<file path="src/rtl/muldiv_unit.sv">
`default_nettype none
// ============================================================================
// Module      : muldiv_unit
// Description : Iterative RV32M multiply/divide unit. Shift-add multiply and
//               restoring divide, one bit per cycle, with a one-cycle
//               register-file write when the result is ready.
// Revision    : 1.0 - initial release
// ============================================================================
module muldiv_unit #(
  parameter int DATA_N = 32
) (
  input  logic              clk_i,
  input  logic              rst_i,
  input  logic              start_i,
  input  logic [2:0]        funct3_i,
  input  logic [DATA_N-1:0] rs1_data_i,
  input  logic [DATA_N-1:0] rs2_data_i,
  input  logic [4:0]        rd_addr_i,
  output logic              busy_o,
  output logic              done_o,
  output logic              rd_wren_o,
  output logic [4:0]        rd_addr_o,
  output logic [DATA_N-1:0] result_o
);

  localparam int               CNT_W    = $clog2(DATA_N);
  localparam logic [CNT_W-1:0] CNT_LAST = CNT_W'(DATA_N - 1);

  typedef enum logic [1:0] {
    IDLE = 2'd0,
    CALC = 2'd1,
    DONE = 2'd2
  } state_t;

  state_t state, state_nxt;

  // Latched operation and iteration state. hi/lo are shared: for multiply
  // they form the 2*DATA_N accumulator (lo starts as the multiplier), for
  // divide hi is the partial remainder and lo shifts dividend out / quotient in.
  logic [2:0]        op;
  logic [CNT_W-1:0]  cnt;
  logic [DATA_N-1:0] hi, lo, opd;
  logic              neg_q, neg_r;

  // Operand decode at accept time
  logic              a_signed, b_signed, a_neg, b_neg;
  logic [DATA_N-1:0] a_mag, b_mag;
  logic              is_div, div_zero, div_ovf;

  // Per-iteration datapath
  logic [DATA_N:0]   mul_sum;
  logic [DATA_N:0]   div_shift;
  logic [DATA_N-1:0] div_diff;
  logic              div_ge;

  // Sign-corrected final result
  logic [2*DATA_N-1:0] prod, prod_fix;
  logic [DATA_N-1:0]   quo_fix, rem_fix, final_val;

  assign busy_o    = (state != IDLE);
  assign rd_wren_o = done_o;

  // Decode signedness, magnitudes and the divide special cases from the inputs
  always_comb begin
    a_signed = 1'b0;
    b_signed = 1'b0;
    case (funct3_i)
      3'b000, 3'b001, 3'b100, 3'b110: begin
        a_signed = 1'b1;
        b_signed = 1'b1;
      end
      3'b010:  a_signed = 1'b1;
      default: ;
    endcase
    a_neg    = a_signed & rs1_data_i[DATA_N-1];
    b_neg    = b_signed & rs2_data_i[DATA_N-1];
    a_mag    = a_neg ? -rs1_data_i : rs1_data_i;
    b_mag    = b_neg ? -rs2_data_i : rs2_data_i;
    is_div   = funct3_i[2];
    div_zero = is_div & (rs2_data_i == '0);
    div_ovf  = is_div & ~funct3_i[0]
             & (rs1_data_i == {1'b1, {(DATA_N-1){1'b0}}})
             & (rs2_data_i == {DATA_N{1'b1}});
  end

  // One shift-add step and one restoring-divide step
  always_comb begin
    mul_sum   = {1'b0, hi} + (lo[0] ? {1'b0, opd} : {(DATA_N+1){1'b0}});
    div_shift = {hi, lo[DATA_N-1]};
    div_ge    = (div_shift >= {1'b0, opd});
    // When div_ge holds the true difference is below opd, so DATA_N bits suffice
    div_diff  = div_shift[DATA_N-1:0] - opd;
  end

  // Apply the sign correction and pick the half/quotient/remainder for the op
  always_comb begin
    prod     = {hi, lo};
    prod_fix = neg_q ? -prod : prod;
    quo_fix  = neg_q ? -lo : lo;
    rem_fix  = neg_r ? -hi : hi;
    case (op)
      3'b000:                 final_val = prod_fix[DATA_N-1:0];
      3'b001, 3'b010, 3'b011: final_val = prod_fix[2*DATA_N-1:DATA_N];
      3'b100, 3'b101:         final_val = quo_fix;
      default:                final_val = rem_fix;
    endcase
  end

  // State register
  always_ff @(posedge clk_i) begin
    if (rst_i) state <= IDLE;
    else       state <= state_nxt;
  end

  // Next-state logic; divide special cases bypass iteration entirely
  always_comb begin
    state_nxt = state;
    case (state)
      IDLE: if (start_i) state_nxt = (div_zero | div_ovf) ? DONE : CALC;
      CALC: if (cnt == CNT_LAST) state_nxt = DONE;
      DONE: state_nxt = IDLE;
      default: state_nxt = IDLE;
    endcase
  end

  // Operand capture, iteration and result/write-pulse registers
  always_ff @(posedge clk_i) begin
    if (rst_i) begin
      op        <= '0;
      cnt       <= '0;
      hi        <= '0;
      lo        <= '0;
      opd       <= '0;
      neg_q     <= 1'b0;
      neg_r     <= 1'b0;
      done_o    <= 1'b0;
      rd_addr_o <= '0;
      result_o  <= '0;
    end else begin
      done_o <= 1'b0;
      case (state)
        IDLE: begin
          if (start_i) begin
            op        <= funct3_i;
            rd_addr_o <= rd_addr_i;
            cnt       <= '0;
            if (div_zero) begin
              // quotient all ones, remainder is the raw dividend
              hi    <= rs1_data_i;
              lo    <= {DATA_N{1'b1}};
              neg_q <= 1'b0;
              neg_r <= 1'b0;
            end else if (div_ovf) begin
              hi    <= '0;
              lo    <= {1'b1, {(DATA_N-1){1'b0}}};
              neg_q <= 1'b0;
              neg_r <= 1'b0;
            end else if (is_div) begin
              hi    <= '0;
              lo    <= a_mag;
              opd   <= b_mag;
              neg_q <= a_neg ^ b_neg;
              neg_r <= a_neg;
            end else begin
              hi    <= '0;
              lo    <= b_mag;
              opd   <= a_mag;
              neg_q <= a_neg ^ b_neg;
              neg_r <= a_neg;
            end
          end
        end
        CALC: begin
          cnt <= cnt + 1'b1;
          if (op[2]) begin
            hi <= div_ge ? div_diff : div_shift[DATA_N-1:0];
            lo <= {lo[DATA_N-2:0], div_ge};
          end else begin
            hi <= mul_sum[DATA_N:1];
            lo <= {mul_sum[0], lo[DATA_N-1:1]};
          end
        end
        DONE: begin
          result_o <= final_val;
          done_o   <= 1'b1;
        end
        default: ;
      endcase
    end
  end

endmodule
`default_nettype wire

</file>
<file path="config.mk">
export PLATFORM = sky130hd
export DESIGN_NAME = muldiv_unit
export DESIGN_NICKNAME = d
export VERILOG_FILES = /design/src/rtl/muldiv_unit.sv
export SDC_FILE = /design/constraint.sdc
export NUM_CORES = 1
export LEC_CHECK = 0
export ABC_CLOCK_PERIOD_IN_PS = 4100
export CAP_MARGIN = 0
export CORE_MARGIN = 2
export CORE_UTILIZATION = 40
export CTS_CLUSTER_DIAMETER = 150
export DETAILED_ROUTE_END_ITERATION = 8
export RECOVER_POWER = 100
export SETUP_SLACK_MARGIN = 0.15
export SYNTH_ARGS = -nofsm -noshare
export SYNTH_HDL_FRONTEND = slang
export SYNTH_SLANG_ARGS = --single-unit
</file>
<file path="constraint.sdc">
create_clock -name clk_i -period 4.1 [get_ports clk_i]
set_input_delay 0.82 -clock clk_i [delete_from_list [all_inputs] [get_ports clk_i]]
set_output_delay 0.82 -clock clk_i [all_outputs]
set_load 0.05 [all_outputs]
</file>
; Word level (Yosys, flattened, before mapping)
; Index checks and enable logic that the tools add are counted.
[op_classes]
addsub = 8
order_cmp = 1
n_eq_ne = 16
n_mux = 32
bitwise = 11
n_reduce_logical = 14
[op_table]
columns = operator, n
row1 = 32-bit 2-to-1 mux, 15
row2 = 32-bit negator, 4
row3 = 32-bit case mux with 2 select lines, 2
row4 = 32-bit case mux with 3 select lines, 1
row5 = "32-bit == test, second input constant", 2
row6 = 64-bit 2-to-1 mux, 1
row7 = 64-bit negator, 1
row8 = 32-bit by 32-bit adder with 33-bit output, 1
row9 = 33-bit by 32-bit greater-or-equal comparator with 1-bit output, 1
row10 = 32-bit zero test, 1
row11 = 32-bit subtractor, 1
row12 = "3-bit == test, second input constant", 4
row13 = 5-bit case mux with 2 select lines, 1
row14 = "3-bit by 2-bit == test with 1-bit output, second input constant", 3
row15 = 1-bit 2-to-1 mux, 7
row16 = 1-bit bitwise AND, 6
row17 = "3-bit by 1-bit == test with 1-bit output, second input constant", 2
row18 = 3-bit zero test, 2
row19 = 2-bit 2-to-1 mux, 3
row20 = 2-bit AND reduction, 3
row21 = "5-bit by 1-bit adder with 5-bit output, second input constant", 1
row22 = "5-bit == test, second input constant", 1
row23 = 5-bit 2-to-1 mux, 1
row24 = 5-bit OR reduction, 1
row25 = other kinds (13), 17
[totals]
reg_bits = 146
input_bits = 75
out_inout_bits = 40

; Depth between registers and ports, before layout
[depth]
depth_word = 10
ltp_mapped = 15
ltp_nobuf = 13

; Least setup slack after synthesis
; OpenSTA, ideal clock, no wires.
[synth_path]
path_type = in2reg
from = input rs1_data_i[9]
to = register state[0]
arrival_ns = 3.328
t_required_ns = 3.972
slack_ns = 0.645
stages = 10
path_cell_list = or4_1 or4_1 nor4_1 nand2_1 nor4_1 nor3_1 clkbuf_1 clkbuf_1 nor2_1 nor2_1
[synth_between]
elab_chain_cells = 7
[synth_rtl]
columns = element, line
row1 = from (decl), 16  ; input logic [DATA_N-1:0] rs1_data_i,
row2 = 32-bit == test, 82  ; & (rs1_data_i == {1'b1, {(DATA_N-1){1'b0}}})
row3 = 1-bit bitwise AND, 82
row4 = 1-bit bitwise AND, 83  ; & (rs2_data_i == {DATA_N{1'b1}});
row5 = 1-bit OR, 119  ; IDLE: if (start_i) state_nxt = (div_zero | div_ovf) ? DONE : CALC;
row6 = 2-bit 2-to-1 mux (2 in a row), 119
row7 = 2-bit case mux with 2 select lines, 118  ; case (state)
row8 = to (signal assigned), 112  ; else state <= state_nxt;
row9 = to (decl), 35  ; state_t state, state_nxt;
; No other way between the ends. The select of a mux whose other input is x is not followed.
; A chain may end at the register's enable or synchronous reset.

; Worst setup path after layout
[layout_path]
from = input rs1_data_i[9]
to = register opd[26]
[layout_between]
elab_chain_cells = 5
word_cells_on_any_way = 8
[layout_rtl]
columns = element, line
row1 = branches (longest 5 deep; another with 32-bit negator), -
row2 = to (signal assigned), 161  ; opd <= b_mag;
row3 = to (signal assigned), 167  ; opd <= a_mag;
row4 = to (decl), 42  ; logic [DATA_N-1:0] hi, lo, opd;
; Parallel ways; which one is timed is not known.

==> flow_summary.ini <==
[timing]
setup_viol = 0
rsz0062_at_grt = no
finalClockSkew_ns = 0.0135
fin_crit_sh = 0.937
tightestPinTransition_ns = 2.09
final_max_slew_viol_count = 93
period_needed_ns = 3.84
setup_tns_ns = 0
relSlewSlack = -0.393
layout_setup_ws_ns = 0.257
max_freq_mhz = 260
finalHoldViolCount = 0
whs_ns = 0.454

[grt]
grt_remaining_overflow = 0
grt_pass1_vias = 15400
antenna_found_initial = 0
grt_pass1_wl_mm = 92.4
grt_max_degree = 93
globalRouteTotalUtil = 0.312

[synthesis]
ys_seq_area_frac = 0.197
syn_area_um2 = 14900
async_flop_share = 0
synth_ff_type = dfxtp_1
synthTopCellsByArea = dfxtp_1 20%, a21oi_1 7.6%, ha_1 6.0%, xnor2_1 6.0%, o21ai_0 5.7%
synth_top_cell_area_share = 0.197
synth_area_per_cell_um2 = 6.97
ys_types = 80
synth_edf_count = 0
synth_seq_cells = 146
synth_nets = 2282
synthCells = 2134
yosys.area.top_type = dfxtp_1
synth_warnings = 0

[power]
powerDensity_nw_per_um2 = 328
vdd_drop_max_mv = 0.315
leakagePower_nw = 6.95

[setup_path]
crit_chain = clkdlybuf4s50_1 > or4_1 > or4_1 > nor4_1 > buf_4 > nand2_1 > nor4_1 > clkbuf_1 > nor3_2 > clkbuf_2 > o211ai_1 > a21oi_1
path_class = in2reg
start_kind = input pin
critical_path_arrival_ns = 4.09
crit_path_max_fanout = 12
endpoint_kind = flip-flop
crit_slowest_cell = or4_1
cp_data_required_time_ns = 4.35
slowest_delay_ns = 0.55

[cells_and_area]
nFillCells = 3763
nNetsFinal = 2364
multi_input_area_um2 = 11000
n_antenna_cell = 0
areaGrowthSynthToFinish_pct = 17.7
design_area_um2 = 17500
layout-drive-gt1-share = 0.0875
ff_latch_area_um2 = 2930
finish.utilization = 0.478

[clocking]
clk_pin_slew_worst_paths_ns = 0.07
htreeDepth = 4
cts.path.max_buffers = 2
cts_sinks = 146
cts-root-buf = clkbuf_16
cts_tree = done
cts_made_buffers = 17
clock_latency_ns = 0.46

[detailed_routing]
initialDrtViolationCount = 1663
dr_total_vias = 16600
drc = 0
post_drt_via_cell_ratio = 6.15
ant_nets = 0
finalWirelength_mm = 60.9
drtPass1Iterations = 5
wl_per_cell_um = 22.6

[worst_hold_path]
worst_hold_path_type = reg2reg

[outcome]
status = complete, but fails checks
violations = capacitance limit, slew limit

[placed_design]
gp_congestion = 0.956
dpl_cell_area_um2 = 16900
place_ws_ns = 0.0131
portBuffers = 114
dp_hpwl_mm = 46.9

[die]
row_count = 70
die_x_um = 197
coreArea_um2 = 36600
dieArea_um2 = 38700
fp.dieH_um = 197
boundaryPins = 115
start_util = 0.406

[flow_run]
drv_cap = 1
## worst max-delay path: cells and delay by family
| kind | cells | cell delay (ns) |
|---|---|---|
| AOI/OAI and AO/OA | 2 | 0.32 |
| buffers and inverters | 4 | 1.07 |
| and+or+nand+nor | 6 | 1.87 |
## stage by stage
stage | total power, W | instances
2_1_floorplan | 0.00314 | 2134
3_3_place_gp | 0.00397 | 2665
3_5_place_dp | 0.00399 | 2665
4_1_cts | 0.00572 | 2697
5_1_grt | 0.00601 | 2697
6_report | 0.00574 | 2697
## final timing paths
path	start	end	slack, ns	cells past startpoint
worst max-delay path	rs1_data_i[9]	opd[26]	0.26	12
worst min-delay path	opd[10]	opd[10]	0.45	2
worst max register to register	opd[10]	hi[30]	0.27	13
worst min register to register	opd[10]	opd[10]	0.45	2
## cell usage after synthesis, types with 21 or more instances
cell      instances
a211oi_1         26
a21o_1           30
a21oi_1         227
clkbuf_1        155
dfxtp_1         146
ha_1             71
inv_1            59
mux2i_1          60
nand2_1         214
nand3_1          42
nand4_1          21
nor2_1          209
nor3_1           76
o211ai_1         21
o21ai_0         168
o31ai_1          35
or4_1            22
xnor2_1         101
xor2_1           84
## cells by family (layout without fill, tap and decap cells)
family / after synthesis / count (layout) / synth area share
simple gates: 721 / 721 / 0.228
compound gates: 695 / 695 / 0.290
buf+inv: 239 / 334 / 0.0622
xor+xnor: 185 / 185 / 0.109
flops: 146 / 146 / 0.197
mux: 75 / 75 / 0.0518
fa+ha+maj: 73 / 73 / 0.0624
## state kept, by name, summed over array words and instances, names as in the netlist
signal / count
done_o: 1
hi: 32
state: 2
lo: 32
rd_addr_o: 5
result_o: 32
neg_q: 1
opd: 32
neg_r: 1
cnt: 5
op: 3
## power by group
group,switching [W],internal [W],leakage [nW],total [W]
logic,0.00146,0.000906,5.45,0.00236
registers,0.000138,0.00151,1.19,0.00164
clock network,0.000740,0.000994,0.306,0.00173
total,0.00234,0.00340,6.95,0.00574
## layout make-up
class | count | share of cell area
clock inverter | 14 | 0.0109
clock buffer | 18 | 0.0251
tap | 468 | 0.0335
timing repair buffer | 241 | 0.120
sequential | 146 | 0.167
multi-input combinational | 1749 | 0.630
inverter | 61 | 0.0131
## cells in the final DEF, fill, tap and decap left out, types with 12 or more instances in the layout
cell type        instances
and3_1                  13
nand4_1                 21
o211ai_1                21
a31oi_1                 20
or3_1                   20
o21a_1                  12
or4_1                   24
a21o_1                  30
o21ai_0                178
ha_1                    71
dlygate4sd3_1           41
o31ai_1                 35
or2_2                   15
nor4_1                  18
o221ai_1                17
o41ai_1                 14
clkdlybuf4s50_1         71
xnor2_1                101
nor2_1                 208
mux2_2                  13
nand2_1                214
a21oi_1                227
clkbuf_16               17
a22oi_1                 13
nand3_1                 42
inv_1                   59
mux2i_1                 60
o22ai_1                 15
a211oi_1                26
nand2b_1                16
xor2_1                  84
a221oi_1                15
dfxtp_1                144
buf_4                  111
nor3_1                  75
## repair_timing
action,CTS,global route
setup buffers,0,0
setup endpoints to repair,0,6
hold endpoints to repair,0,0
gates resized for setup,0,4
hold buffers,0,0
## per-layer routing
metal  vias to the layer above  share of wire  track usage
met3                        97          0.083       0.0428
met4                         0          0.041        0.132
met5                         -              0            0
met1                      7815           0.44        0.429
li1                       7890              -            -
met2                       782           0.44        0.487
No activity file was read; power rests on OpenSTA's default activity.
